==> src/rtl/pc_seq_pkg.sv <==
`default_nettype none
// ============================================================================
//  Module      : pc_seq_pkg
//  Description : Shared types and helpers for the pc_seq program counter.
//                - op_t      : the single action taken by pc_seq in a cycle
//                - decode_op : strobe vector -> op_t, in priority order
//                - ras_ptr_w : stack-pointer width for a given RAS depth
//  Revision    : 1.0 - initial release
// ============================================================================
package pc_seq_pkg;

    typedef enum logic [2:0] {
        OP_HOLD = 3'd0,
        OP_RET  = 3'd1,
        OP_CALL = 3'd2,
        OP_LOAD = 3'd3,
        OP_BR   = 3'd4,
        OP_INC  = 3'd5
    } op_t;

    // Strobe vector layout: {stall, ret, call, load, branch, inc}.
    // Priority: stall > ret > call > load > branch > inc > hold.
    // Stall maps to OP_HOLD so that nothing downstream moves.
    function automatic op_t decode_op(input logic [5:0] strobes);
        op_t op;
        op = OP_HOLD;
        if (strobes[5])      op = OP_HOLD;
        else if (strobes[4]) op = OP_RET;
        else if (strobes[3]) op = OP_CALL;
        else if (strobes[2]) op = OP_LOAD;
        else if (strobes[1]) op = OP_BR;
        else if (strobes[0]) op = OP_INC;
        return op;
    endfunction

    // Stack-pointer width for a power-of-two depth.
    function automatic int ras_ptr_w(input int depth);
        return $clog2(depth);
    endfunction

endpackage
`default_nettype wire

==> src/rtl/pc_seq_if.sv <==
`default_nettype none
// ============================================================================
//  Module      : pc_seq_if
//  Description : Control/status bundle between the controller and pc_seq.
//                Strobes : stall, inc, load, branch, call, ret
//                Data in : load_addr, br_off
//                Status  : pc, ras_empty, ras_full, ras_ovf, ras_unf
//                modport master : controller side (drives strobes)
//                modport slave  : pc_seq side (drives pc and flags)
//  Revision    : 1.0 - initial release
// ============================================================================
interface pc_seq_if #(
    parameter int AW = 16
);
    logic          stall;
    logic          inc;
    logic          load;
    logic [AW-1:0] load_addr;
    logic          branch;
    logic [AW-1:0] br_off;
    logic          call;
    logic          ret;
    logic [AW-1:0] pc;
    logic          ras_empty;
    logic          ras_full;
    logic          ras_ovf;
    logic          ras_unf;

    modport master (
        output stall, inc, load, load_addr, branch, br_off, call, ret,
        input  pc, ras_empty, ras_full, ras_ovf, ras_unf
    );

    modport slave (
        input  stall, inc, load, load_addr, branch, br_off, call, ret,
        output pc, ras_empty, ras_full, ras_ovf, ras_unf
    );
endinterface
`default_nettype wire

==> src/rtl/pc_ras.sv <==
`default_nettype none
// ============================================================================
//  Module      : pc_ras
//  Description : Circular return-address stack (LIFO).
//                Ports: clk, rst       - clock, sync active-high reset
//                       push, pop      - one-cycle strobes (pop wins)
//                       push_data      - address to push
//                       top_data       - most recently pushed entry
//                       empty, full    - count == 0 / count == RAS_DEPTH
//                       ovf, unf       - sticky: push while full / pop while empty
//  Revision    : 1.0 - initial release
// ============================================================================
module pc_ras
    import pc_seq_pkg::*;
#(
    parameter int AW        = 16,
    parameter int RAS_DEPTH = 4
) (
    input  wire logic          clk,
    input  wire logic          rst,
    input  wire logic          push,
    input  wire logic          pop,
    input  wire logic [AW-1:0] push_data,
    output logic      [AW-1:0] top_data,
    output logic               empty,
    output logic               full,
    output logic               ovf,
    output logic               unf
);
    localparam int PW = ras_ptr_w(RAS_DEPTH);
    localparam int CW = PW + 1;
    localparam logic [CW-1:0] C_DEPTH = CW'(RAS_DEPTH);

    logic [AW-1:0] r_mem [RAS_DEPTH];
    logic [PW-1:0] r_sp;
    logic [CW-1:0] r_count;
    logic          r_ovf;
    logic          r_unf;

    logic          w_empty;
    logic          w_full;
    logic          w_push;

    assign w_empty = (r_count == '0);
    assign w_full  = (r_count == C_DEPTH);
    // Pop has priority so a simultaneous strobe never corrupts the stack.
    assign w_push  = push && !pop;

    // Entry storage carries no reset: contents are meaningless once count=0.
    // Pointer wraps naturally because RAS_DEPTH is a power of two, so a push
    // while full overwrites the oldest slot.
    always_ff @(posedge clk) begin
        if (!rst && w_push) begin
            r_mem[r_sp] <= push_data;
        end
    end

    always_ff @(posedge clk) begin
        if (rst) begin
            r_sp    <= '0;
            r_count <= '0;
            r_ovf   <= 1'b0;
            r_unf   <= 1'b0;
        end else if (pop) begin
            if (w_empty) begin
                r_unf <= 1'b1;
            end else begin
                r_sp    <= r_sp - PW'(1);
                r_count <= r_count - CW'(1);
            end
        end else if (w_push) begin
            r_sp <= r_sp + PW'(1);
            if (w_full) begin
                r_ovf <= 1'b1;
            end else begin
                r_count <= r_count + CW'(1);
            end
        end
    end

    assign top_data = r_mem[r_sp - PW'(1)];
    assign empty    = w_empty;
    assign full     = w_full;
    assign ovf      = r_ovf;
    assign unf      = r_unf;

endmodule
`default_nettype wire

==> src/rtl/pc_seq.sv <==
`default_nettype none
// ============================================================================
//  Module      : pc_seq
//  Description : Parametrised program counter with increment, absolute load,
//                relative branch, stall, and call/return via a circular RAS.
//                Ports: clk  - system clock
//                       rst  - synchronous active-high reset
//                       bus  - pc_seq_if.slave (strobes in, pc/flags out)
//  Revision    : 1.0 - initial release
// ============================================================================
module pc_seq
    import pc_seq_pkg::*;
#(
    parameter int              AW        = 16,
    parameter int              INC_STEP  = 1,
    parameter logic [AW-1:0]   RESET_VEC = '0,
    parameter int              RAS_DEPTH = 4
) (
    input  wire logic clk,
    input  wire logic rst,
    pc_seq_if.slave   bus
);
    localparam logic [AW-1:0] C_STEP = AW'(INC_STEP);

    logic [AW-1:0] r_pc;

    op_t           w_op;
    logic [AW-1:0] w_pc_inc;
    logic [AW-1:0] w_pc_br;
    logic [AW-1:0] w_ras_top;
    logic          w_ras_empty;
    logic          w_push;
    logic          w_pop;
    logic [AW-1:0] w_pc_next;

    assign w_op = decode_op({bus.stall, bus.ret, bus.call,
                             bus.load, bus.branch, bus.inc});

    // Both sums wrap modulo 2^AW; br_off is already AW bits wide, so adding
    // it directly is the sign-extended relative jump.
    assign w_pc_inc = r_pc + C_STEP;
    assign w_pc_br  = r_pc + bus.br_off;

    assign w_push = (w_op == OP_CALL);
    assign w_pop  = (w_op == OP_RET);

    always_comb begin
        w_pc_next = r_pc;
        case (w_op)
            // A ret on an empty stack falls through to the next instruction.
            OP_RET:  w_pc_next = w_ras_empty ? w_pc_inc : w_ras_top;
            OP_CALL: w_pc_next = bus.load_addr;
            OP_LOAD: w_pc_next = bus.load_addr;
            OP_BR:   w_pc_next = w_pc_br;
            OP_INC:  w_pc_next = w_pc_inc;
            default: w_pc_next = r_pc;
        endcase
    end

    always_ff @(posedge clk) begin
        if (rst) begin
            r_pc <= RESET_VEC;
        end else begin
            r_pc <= w_pc_next;
        end
    end

    pc_ras #(
        .AW        (AW),
        .RAS_DEPTH (RAS_DEPTH)
    ) u_ras (
        .clk       (clk),
        .rst       (rst),
        .push      (w_push),
        .pop       (w_pop),
        .push_data (w_pc_inc),
        .top_data  (w_ras_top),
        .empty     (w_ras_empty),
        .full      (bus.ras_full),
        .ovf       (bus.ras_ovf),
        .unf       (bus.ras_unf)
    );

    assign bus.pc        = r_pc;
    assign bus.ras_empty = w_ras_empty;

endmodule
`default_nettype wire

==> src/flat_wrapper.sv <==
// flat-port wrapper written by rule: the top's interface ports become plain ports
module pc_seq_flat import pc_seq_pkg::*;
#(
    parameter int              AW        = 16,
    parameter int              INC_STEP  = 1,
    parameter logic [AW-1:0]   RESET_VEC = '0,
    parameter int              RAS_DEPTH = 4
)
  (clk, rst, bus_stall, bus_inc, bus_load, bus_load_addr, bus_branch, bus_br_off, bus_call, bus_ret, bus_pc, bus_ras_empty, bus_ras_full, bus_ras_ovf, bus_ras_unf);
  pc_seq_if #(.AW(AW)) bus_i ();
  input  wire logic clk;
  input  wire logic rst;
  input wire logic [$bits(bus_i.stall)-1:0] bus_stall;
  input wire logic [$bits(bus_i.inc)-1:0] bus_inc;
  input wire logic [$bits(bus_i.load)-1:0] bus_load;
  input wire logic [$bits(bus_i.load_addr)-1:0] bus_load_addr;
  input wire logic [$bits(bus_i.branch)-1:0] bus_branch;
  input wire logic [$bits(bus_i.br_off)-1:0] bus_br_off;
  input wire logic [$bits(bus_i.call)-1:0] bus_call;
  input wire logic [$bits(bus_i.ret)-1:0] bus_ret;
  output wire logic [$bits(bus_i.pc)-1:0] bus_pc;
  output wire logic [$bits(bus_i.ras_empty)-1:0] bus_ras_empty;
  output wire logic [$bits(bus_i.ras_full)-1:0] bus_ras_full;
  output wire logic [$bits(bus_i.ras_ovf)-1:0] bus_ras_ovf;
  output wire logic [$bits(bus_i.ras_unf)-1:0] bus_ras_unf;
  assign bus_i.stall = bus_stall;
  assign bus_i.inc = bus_inc;
  assign bus_i.load = bus_load;
  assign bus_i.load_addr = bus_load_addr;
  assign bus_i.branch = bus_branch;
  assign bus_i.br_off = bus_br_off;
  assign bus_i.call = bus_call;
  assign bus_i.ret = bus_ret;
  assign bus_pc = bus_i.pc;
  assign bus_ras_empty = bus_i.ras_empty;
  assign bus_ras_full = bus_i.ras_full;
  assign bus_ras_ovf = bus_i.ras_ovf;
  assign bus_ras_unf = bus_i.ras_unf;
  pc_seq #(.AW(AW), .INC_STEP(INC_STEP), .RESET_VEC(RESET_VEC), .RAS_DEPTH(RAS_DEPTH)) u_core (.clk(clk), .rst(rst), .bus(bus_i));
endmodule
==> config.mk <==
export PLATFORM = sky130hd
export DESIGN_NAME = pc_seq_flat
export DESIGN_NICKNAME = d
export VERILOG_FILES = /design/src/rtl/pc_seq_pkg.sv /design/src/rtl/pc_seq_if.sv /design/src/rtl/pc_ras.sv /design/src/rtl/pc_seq.sv /design/src/flat_wrapper.sv
export SDC_FILE = /design/constraint.sdc
export NUM_CORES = 1
export LEC_CHECK = 0
export CORE_ASPECT_RATIO = 1.75
export CORE_UTILIZATION = 55
export DETAILED_ROUTE_END_ITERATION = 10
export GPL_ROUTABILITY_DRIVEN = 0
export MAX_ROUTING_LAYER = met4
export PLACE_DENSITY = 0.86
export SYNTH_ARGS = -nofsm -noshare
export SYNTH_HDL_FRONTEND = slang
export SYNTH_SLANG_ARGS = --single-unit
==> constraint.sdc <==
create_clock -name clk -period 3 [get_ports clk]
set_clock_uncertainty 0.05 [all_clocks]
set_input_delay 0.9 -clock clk [delete_from_list [all_inputs] [get_ports clk]]
set_output_delay 0.9 -clock clk [all_outputs]
set_load 0.1 [all_outputs]
Word level (Yosys, flattened, before mapping)
Memories as Yosys holds them, arrays and structs flattened.
Cells that the tools add are included.
{"block": "classes", "n_bitwise": 1, "reduce_logical": 12, "n_mux": 17, "addsub": 6, "eq_ne": 8}
{"op": "$pmux W16 S4", "count": 1}
{"op": "$mux W3", "count": 10}
{"op": "$add A16 B1 Y16 const B", "count": 1}
{"op": "$add A16 B16 Y16", "count": 1}
{"op": "$mux W16", "count": 1}
{"op": "$eq A3 B3 Y1 const B", "count": 3}
{"op": "$eq A3 B2 Y1 const B", "count": 2}
{"op": "$mux W2", "count": 3}
{"op": "$reduce_and A3 Y1", "count": 2}
{"op": "$reduce_and A2 Y1", "count": 2}
{"op": "$reduce_bool A4 Y1", "count": 1}
{"op": "$add A3 B1 Y3 const B", "count": 1}
{"op": "$eq A3 B1 Y1 const B", "count": 1}
{"op": "$logic_not A3 Y1", "count": 1}
{"op": "$sub A3 B1 Y3 const B", "count": 1}
{"op": "$add A2 B1 Y2 const B", "count": 1}
{"op": "$logic_and A1 B1 Y1", "count": 2}
{"op": "$logic_not A1 Y1", "count": 2}
{"op": "$mux W1", "count": 2}
{"op": "$ne A2 B1 Y1 const B", "count": 1}
{"op": "$ne A2 B2 Y1 const B", "count": 1}
{"op": "$reduce_bool A2 Y1", "count": 1}
{"op": "$reduce_or A2 Y1", "count": 1}
{"op": "$sub A2 B1 Y2 const B", "count": 1}
{"op": "$not A1 Y1", "count": 1}
{"block": "word_totals", "mem_bits_rw": 64, "register_bits": 23, "mem_count": 1}
{"name": "u_core.u_ras.r_mem", "words": 4, "word_bits": 16, "rd": 1, "rd_ports_with_merged_regs": 0, "wr": 1, "line": "pc_ras.sv:34", "source": "logic [AW-1:0] r_mem [RAS_DEPTH];"}

Longest topological paths before layout
Gate-level depths: netlist of the first run.
{"block": "logic_depth", "depth_word": 12, "ltp_mapped": 11, "depth_no_buf": 8}

By module
From an unflattened synthesis of the first run, not the netlist that was laid out.
{"block": "unflattened", "hier_cells": 412, "area_unflattened_um2": 4894.7}
{"mod": "pc_ras", "instances": 1, "area_per_inst_um2": 2776.4, "seq_area_each_um2": 2062.0, "cells_each": 134}
{"mod": "pc_seq", "instances": 1, "area_per_inst_um2": 2118.3, "seq_area_each_um2": 320.3, "cells_each": 278}

Worst setup path after synthesis of the first run
Ideal clock, no wire load.
{"block": "synth_timing", "path_kind": "register -> output", "start": "register u_core.u_ras.r_count[0]", "end": "output port bus_ras_full", "path_buffers": 0, "setup_slack_ns": -0.592, "required_ns": 2.050, "stages_incl_launch_ff": 2, "t_arrival_ns": 2.642, "path_cell_list": "dfxtp_1 nor3b_1"}
{"block": "synth_via", "elab_chain_len": 1}
{"element": "start: declaration", "line": "pc_ras.sv:36", "source": "logic [CW-1:0] r_count;"}
{"element": "start signal: assignment", "line": "pc_ras.sv:69", "source": "r_count <= r_count - CW'(1);"}
{"element": "start signal: assignment", "line": "pc_ras.sv:76", "source": "r_count <= r_count + CW'(1);"}
{"element": "$eq A3 B3 Y1", "line": "pc_ras.sv:45", "source": "assign w_full = (r_count == C_DEPTH);"}
{"element": "end: declaration", "line": "flat_wrapper.sv:23", "source": "output wire logic [$bits(bus_i.ras_full)-1:0] bus_ras_full;"}
Every way passes these cells.

Final worst setup path of the first run
{"block": "layout_timing", "start": "input port bus_br_off[0]", "end": "register u_core.r_pc[10], in the netlist u_core.bus.pc[10]"}
{"block": "layout_via", "elab_chain_len": 2}
{"element": "start: declaration", "line": "flat_wrapper.sv:18", "source": "input wire logic [$bits(bus_i.br_off)-1:0] bus_br_off;"}
{"element": "$add A16 B16 Y16", "line": "pc_seq.sv:42", "source": "assign w_pc_br = r_pc + bus.br_off;"}
{"element": "$pmux W16 S4", "line": "pc_seq.sv:49", "source": "case (w_op)"}
{"element": "end signal: assignment", "line": "pc_seq.sv:64", "source": "r_pc <= w_pc_next;"}
{"element": "end: declaration", "line": "pc_seq.sv:25", "source": "logic [AW-1:0] r_pc;"}
Every way passes these cells.
A chain may end at the register's enable or synchronous reset.

==> results of run 1 <==
Yosys cell counts, drive strengths merged, types with 8 or more instances:
master / number
edfxtp: 64
a21oi: 33
nand2: 33
dfxtp: 23
ha: 20
nor2: 20
xnor2: 20
o21ai: 19
buf: 17
inv: 17
mux4: 16
nand3: 12
a211oi: 8
per-layer routing:
layer	up-vias	wire length, µm	track usage
met2	217	7040	0.503
met1	1979	4520	0.318
met4	0	644	0.160
li1	1779	-	-
met3	62	938	0.0705
met5	-	0	-
cells by family (layout without fill, tap and decap cells):
family          Yosys count  after routing  synth area share
fa+ha+maj                22             22            0.0576
simple gates            109            109             0.122
mux                      20             20            0.0796
xor+xnor                 27             27            0.0484
buf+inv                  39            122            0.0442
flops                    87             87             0.472
compound gates          117            117             0.176
flip-flops by register name (all words and copies together), names as in the netlist:
name / cells
u_core.u_ras.r_sp: 2
u_core.u_ras.ovf: 1
u_core.bus.pc: 16
u_core.u_ras.unf: 1
u_core.u_ras.r_mem: 64
u_core.u_ras.r_count: 3
path summary, 6_finish.rpt:
check	slack, ns	start	cells past startpoint	endpoint
hold reg to reg	0.44	u_core.u_ras.unf	1	u_core.u_ras.unf
setup reg to reg	0.44	u_core.u_ras.r_sp[1]	7	u_core.bus.pc[6]
hold / removal	0.44	u_core.u_ras.unf	1	u_core.u_ras.unf
setup / recovery	0.21	bus_br_off[0]	10	u_core.bus.pc[10]
cell type report:
cell class,instances,share of cell area
inverters,17,0.0111
clock buffers,9,0.0362
clock inverters,7,0.0165
well taps,117,0.0235
repair buffers,89,0.137
multi-input cells,295,0.393
flip-flops and latches,87,0.383
critical path: cells and delay by family:
kind | cells | cell delay, ns
buffers and inverters | 2 | 0.56
AO/OA/AOI/OAI | 5 | 0.69
adder cells (fa/ha/maj) | 2 | 0.59
multiplexers | 1 | 0.28
stage by stage:
| step | instance area, µm² | cells | total power, mW | TNS [ns] |
|---|---|---|---|---|
| global placement | 5890 | 605 | 2.36 | -0.169 |
| CTS | 6220 | 621 | 3.61 | 0 |
| detailed placement | 5890 | 605 | 2.39 | -0.618 |
| floorplan | 5050 | 421 | 2.11 | 0 |
| global route | 6220 | 621 | 3.72 | 0 |
| finish | 6220 | 621 | 3.61 | 0 |
power by group through the flow:
| stage | registers, mW | logic [mW] | clock network, mW |
|---|---|---|---|
| 5_1_grt | 1.41 | 1.03 | 1.28 |
| 4_1_cts | 1.41 | 0.965 | 1.24 |
| 6_report | 1.41 | 0.971 | 1.23 |
| 3_5_place_dp | 1.43 | 0.958 | 0 |
| 3_3_place_gp | 1.43 | 0.935 | 0 |
| 2_1_floorplan | 1.57 | 0.544 | 0 |
==> reports/results.tsv, run 1 <==
stage	metric	value	unit
clock_network	clk sinks	87	
synthesis	Post-synth EDFFs	64	
finish	commonest non-fill, non-tap cell in the layout	edfxtp_1	
routing	Post-DRT Antenna Nets	0	
global_route	gr usage total	0.300	
synthesis	post-synth top area share	0.381	
critical_path	slowest cell delay on critical path	0.40	ns
placed_design	Port Buf Inserts	59	
power_and_ir_drop	Internal	2.46	mW
finish	commonest cells after routing, fill and taps aside	edfxtp_1, buf_4, clkdlybuf4s50_1, nand2_1, a21oi_1	
clock_network	root buffer cell	clkbuf_16	
die	die width	74.4	µm
synthesis	Primary FF master, synth	edfxtp_1	
synthesis	library cells used by synthesis	75	
synthesis	Yosys reg bits	87	
critical_path	Worst Path Arrival	3.02	ns
finish	# fillers	618	
critical_path	Crit. End Element	flip-flop	
die	core outline area	8780	µm²
global_route	first-pass GRT wire length	20100	µm
placed_design	dpl ws	-0.122	ns
sta	final worst path period need	2.79	ns
sta	Worst Slack Setup Final	0.208	ns
power_and_ir_drop	Psw	1.15	mW
routing	TritonRoute pass-1 iters	5	
clock_network	TritonCTS clock tree	done	
synthesis	Post-Syn Nets	483	
critical_path	crit-path max FO	6	
die	io pins	60	
clock_network	hold-fix buffer count after cts	0	
routing	Avg WL per Cell	21.2	µm
routing	# DRC	0	
power_and_ir_drop	PwrDens	580	nW/µm²
critical_path	startpoint types	input pin	
power_and_ir_drop	sequential power share	0.390	
finish	final core occ	0.708	
synthesis	Area contributors post-synth	edfxtp_1, dfxtp_1, mux4_2	
finish	area of the multi-input gates	2440	µm²
power_and_ir_drop	combinational share of power	0.269	
critical_path	CP max-delay cell	clkdlybuf4s50_1	
sta	Slew @ Worst Pin	0.618	ns
global_route	initial antenna violation count	0	
synthesis	Synth async-reset ratio	0	
placed_design	Final HPWL DP	9340	µm
sta	slew margin rel.	0.586	
outcome	outcome	finished, final reports clean	
synthesis	syn avg cell area	12.0	µm²
global_route	vias in the first global route	4039	
synthesis	sequential cell area fraction in the yosys report	0.472	
die	Rows	45	
die	Starting Density	0.574	
finish	nets@finish	561	
flow_run	MaxCap Viol Count	0	
sta	hold slack	0.444	ns
clock_network	CTS clk-pin slew, worst paths	0.06	ns
critical_path	Worst EP required	3.22	ns
clock_network	clk_lat worst skew	0.35	ns
sta	Pins Over Slew Limit	0	
critical_path	WS Path Type	in2reg	
routing	routed vias/inst	6.50	
clock_network	Num CTS Buffers	9	
finish	layout cells sized above 1	0.230	
sta	Final Hold Viols	0	
synthesis	area leader, netlist	edfxtp_1	
sta	RSZ-0062 raised after global routing	false	
routing	wirelength, routed	13100	µm
clock_network	H-tree depth	3	
finish	Seq. cell area	2380	µm²
sta	final period utilization	0.931	
power_and_ir_drop	Clk pwr share	0.341	
routing	initial DRC count	492	
power_and_ir_drop	Worst VDD drop	0.530	mV
routing	vias post-DR	4037	
critical_path	critical path cell sequence	clkdlybuf4s50_1 > ha_1 > fa_1 > a21oi_1 > o22ai_1 > o21ai_1 > buf_4 > o21bai_1 > mux2_2 > a31oi_1	
synthesis	synth warn	0	
finish	ant diodes	0	
sta	setup violators final	0	
power_and_ir_drop	Sw Ratio	0.319	
power_and_ir_drop	Leakage Power	2.27	nW
die	die area	9570	µm²
global_route	largest net degree at the start of global routing	20	
global_route	GRT overflow	0	
clock_network	Post-CTS Setup Inserts	0	
synthesis	Post-Synthesis Cells	421	
hold_path	Hold Crit Class	reg2reg	
die	die height	129	µm
synthesis	Mapped Area	5040	µm²
clock_network	Post-CTS Resized	0	
clock_network	Clock Path Buffers	2	
sta	Max Freq	0.358	GHz
finish	area delta synth->final	23.4	%
No activity file was read; power rests on OpenSTA's default activity.
==> run 2, diff against run 1 <==
CORE_UTILIZATION = 52   (was 55)
GPL_ROUTABILITY_DRIVEN = 1   (was 0)
PLACE_DENSITY = 0.82   (was 0.86)
==> reports/results.tsv, run 2 (synthesis gave the netlist of run 1 again) <==
stage	metric	value	unit	change
critical_path	FF-to-FF End	u_core.bus.pc[12]		
hold_path	Hold Path Cell Cnt	1		unchanged
critical_path	CP top delay family	compound AO/OA/AOI/OAI gates		
sta	Pins Over Slew Limit	0		unchanged
clock_network	hold-fix buffer count after cts	0		unchanged
critical_path	crit path from	bus_br_off[0]		
global_route	vias in the first global route	4059		+0.50%
clock_network	CTS clk-pin slew, worst paths	0.06	ns	about the same
critical_path	CP endpoint	u_core.bus.pc[8]		
finish	nets@finish	570		+1.6%
power_and_ir_drop	sequential power share	0.392		+0.002
finish	final non-filler cell total	635		+2.3%
finish	Biggest register	u_core.u_ras.r_mem		
die	io pins	60		unchanged
power_and_ir_drop	Worst VDD drop	0.388	mV	-27%
power_and_ir_drop	Pwr Total	3.59	mW	-0.56%
die	die area	10100	µm²	+5.6%
global_route	first-pass GRT wire length	20900	µm	+4.0%
hold_path	Hold Crit Class	reg2reg		
critical_path	Crit. End Element	flip-flop		
critical_path	reg2reg start	u_core.u_ras.r_sp[1]		
power_and_ir_drop	PwrDens	577	nW/µm²	-0.66%
routing	wirelength, routed	13200	µm	+0.74%
sta	slew margin rel.	0.549		-0.0377
critical_path	Worst Path Arrival	3.00	ns	-0.02 ns
sta	hold slack	0.435	ns	-0.00902 ns
critical_path	slowest cell delay on critical path	0.41	ns	about the same
critical_path	WS Path Type	in2reg		
critical_path	CP Depth	10		unchanged
clock_network	TritonCTS clock tree	done		
outcome	outcome	finished, final reports clean		
routing	Post-DRT Antenna Nets	0		unchanged
die	core outline area	9470	µm²	+7.8%
critical_path	startpoint types	input pin		
sta	final period utilization	0.930		about the same
sta	Final Hold Viols	0		unchanged
routing	routed vias/inst	6.37		-2.0%
clock_network	H-tree depth	3		unchanged
placed_design	Final HPWL DP	9770	µm	+4.7%
critical_path	crit-path max FO	6		unchanged
clock_network	Num CTS Buffers	9		unchanged
finish	layout cells sized above 1	0.242		+0.0116
global_route	GRT overflow	0		unchanged
sta	setup violators final	0		unchanged
placed_design	Port Buf Inserts	59		unchanged
die	die width	76.4	µm	+2.8%
clock_network	Post-CTS Setup Inserts	0		unchanged
clock_network	Clock Path Buffers	2		unchanged
sta	Max Freq	0.358	GHz	about the same
finish	commonest cells after routing, fill and taps aside	edfxtp_1, buf_4, clkdlybuf4s50_1, nand2_1, a21oi_1		
routing	TritonRoute pass-1 iters	5		unchanged
routing	initial DRC count	436		-11%
critical_path	R2R depth	7		unchanged
finish	area delta synth->final	23.5	%	
global_route	initial antenna violation count	0		unchanged
finish	Largest register FFs	64		unchanged
sta	Slew @ Worst Pin	0.677	ns	+0.0589 ns
finish	ant diodes	0		unchanged
critical_path	critical path cell sequence	clkdlybuf4s50_1 > ha_1 > fa_1 > a21oi_2 > o22ai_1 > o21ai_1 > buf_4 > and4b_1 > o31ai_1 > a211oi_1		
flow_run	MaxCap Viol Count	0		unchanged
power_and_ir_drop	Leakage Power	2.30	nW	+1.2%
finish	# fillers	718		+16%
placed_design	routability cong.	0.905		
die	Rows	47		+4.4%
die	die height	132	µm	+2.8%
power_and_ir_drop	Clk pwr share	0.334		-0.007
routing	# DRC	0		unchanged
routing	vias post-DR	4045		+0.20%
clock_network	Post-CTS Resized	0		unchanged
critical_path	Worst EP required	3.21	ns	about the same
sta	final worst path period need	2.79	ns	-0.00105 ns
power_and_ir_drop	Psw	1.14	mW	-1.6%
clock_network	clk_lat worst skew	0.34	ns	about the same
routing	Avg WL per Cell	20.8	µm	-1.5%
critical_path	CP max-delay cell	clkdlybuf4s50_1		
global_route	gr usage total	0.284		-0.0157
clock_network	root buffer cell	clkbuf_16		
critical_path	Crit path buffers/inverters	2		unchanged
power_and_ir_drop	combinational share of power	0.273		+0.004
power_and_ir_drop	Sw Ratio	0.316		-0.00330
die	Starting Density	0.533		-0.0415
placed_design	placed instance count	619		+2.3%
global_route	largest net degree at the start of global routing	20		unchanged
finish	commonest non-fill, non-tap cell in the layout	edfxtp_1		
clock_network	clk sinks	87		unchanged
critical_path	FF-to-FF setup slack	0.34	ns	-0.10 ns
power_and_ir_drop	Internal	2.46	mW	about the same
run 2: stage by stage:
step	worst slack [ns]	TNS (ns)	instance area [µm²]	util
floorplan	0.262	0	5050	-
global placement	-0.0767	-0.179	5910	0.624
detailed placement	-0.223	-0.789	5910	0.624
CTS	0.143	0	6220	0.657
global route	-0.00185	-0.00185	6230	0.658
finish	0.209	0	6230	0.658
run 2: per-layer routing:
layer	share of wire	track usage
met5	0	-
met4	0.067	0.198
met3	0.060	0.0429
met2	0.52	0.479
met1	0.35	0.302
run 2: worst min-delay path by stage:
stage	startpoint	endpoint	slack (ns)
after floorplan	u_core.u_ras.r_count[2]	u_core.u_ras.r_count[2]	0.43
after global placement	u_core.u_ras.unf	u_core.u_ras.unf	0.41
after detailed placement	u_core.u_ras.unf	u_core.u_ras.unf	0.40
after CTS	u_core.u_ras.unf	u_core.u_ras.unf	0.43
after global routing	u_core.u_ras.unf	u_core.u_ras.unf	0.47
final	u_core.u_ras.unf	u_core.u_ras.unf	0.43
run 2: cell type report:
type	instances	area, µm²	area share
inverter	17	68.8	0.0110
multi-input combinational	295	2450	0.393
clock buffer	10	229	0.0368
clock inverter	6	90.1	0.0145
timing repair buffer	98	858	0.138
tap	122	153	0.0245
sequential	87	2380	0.382
run 2: power groups by stage:
stage	Combinational, mW	Sequential (mW)	Clock (mW)
final	0.981	1.41	1.20
after global routing	1.04	1.41	1.26
after CTS	0.976	1.41	1.21
after detailed placement	0.969	1.43	0
after global placement	0.947	1.43	0
after floorplan	0.544	1.57	0
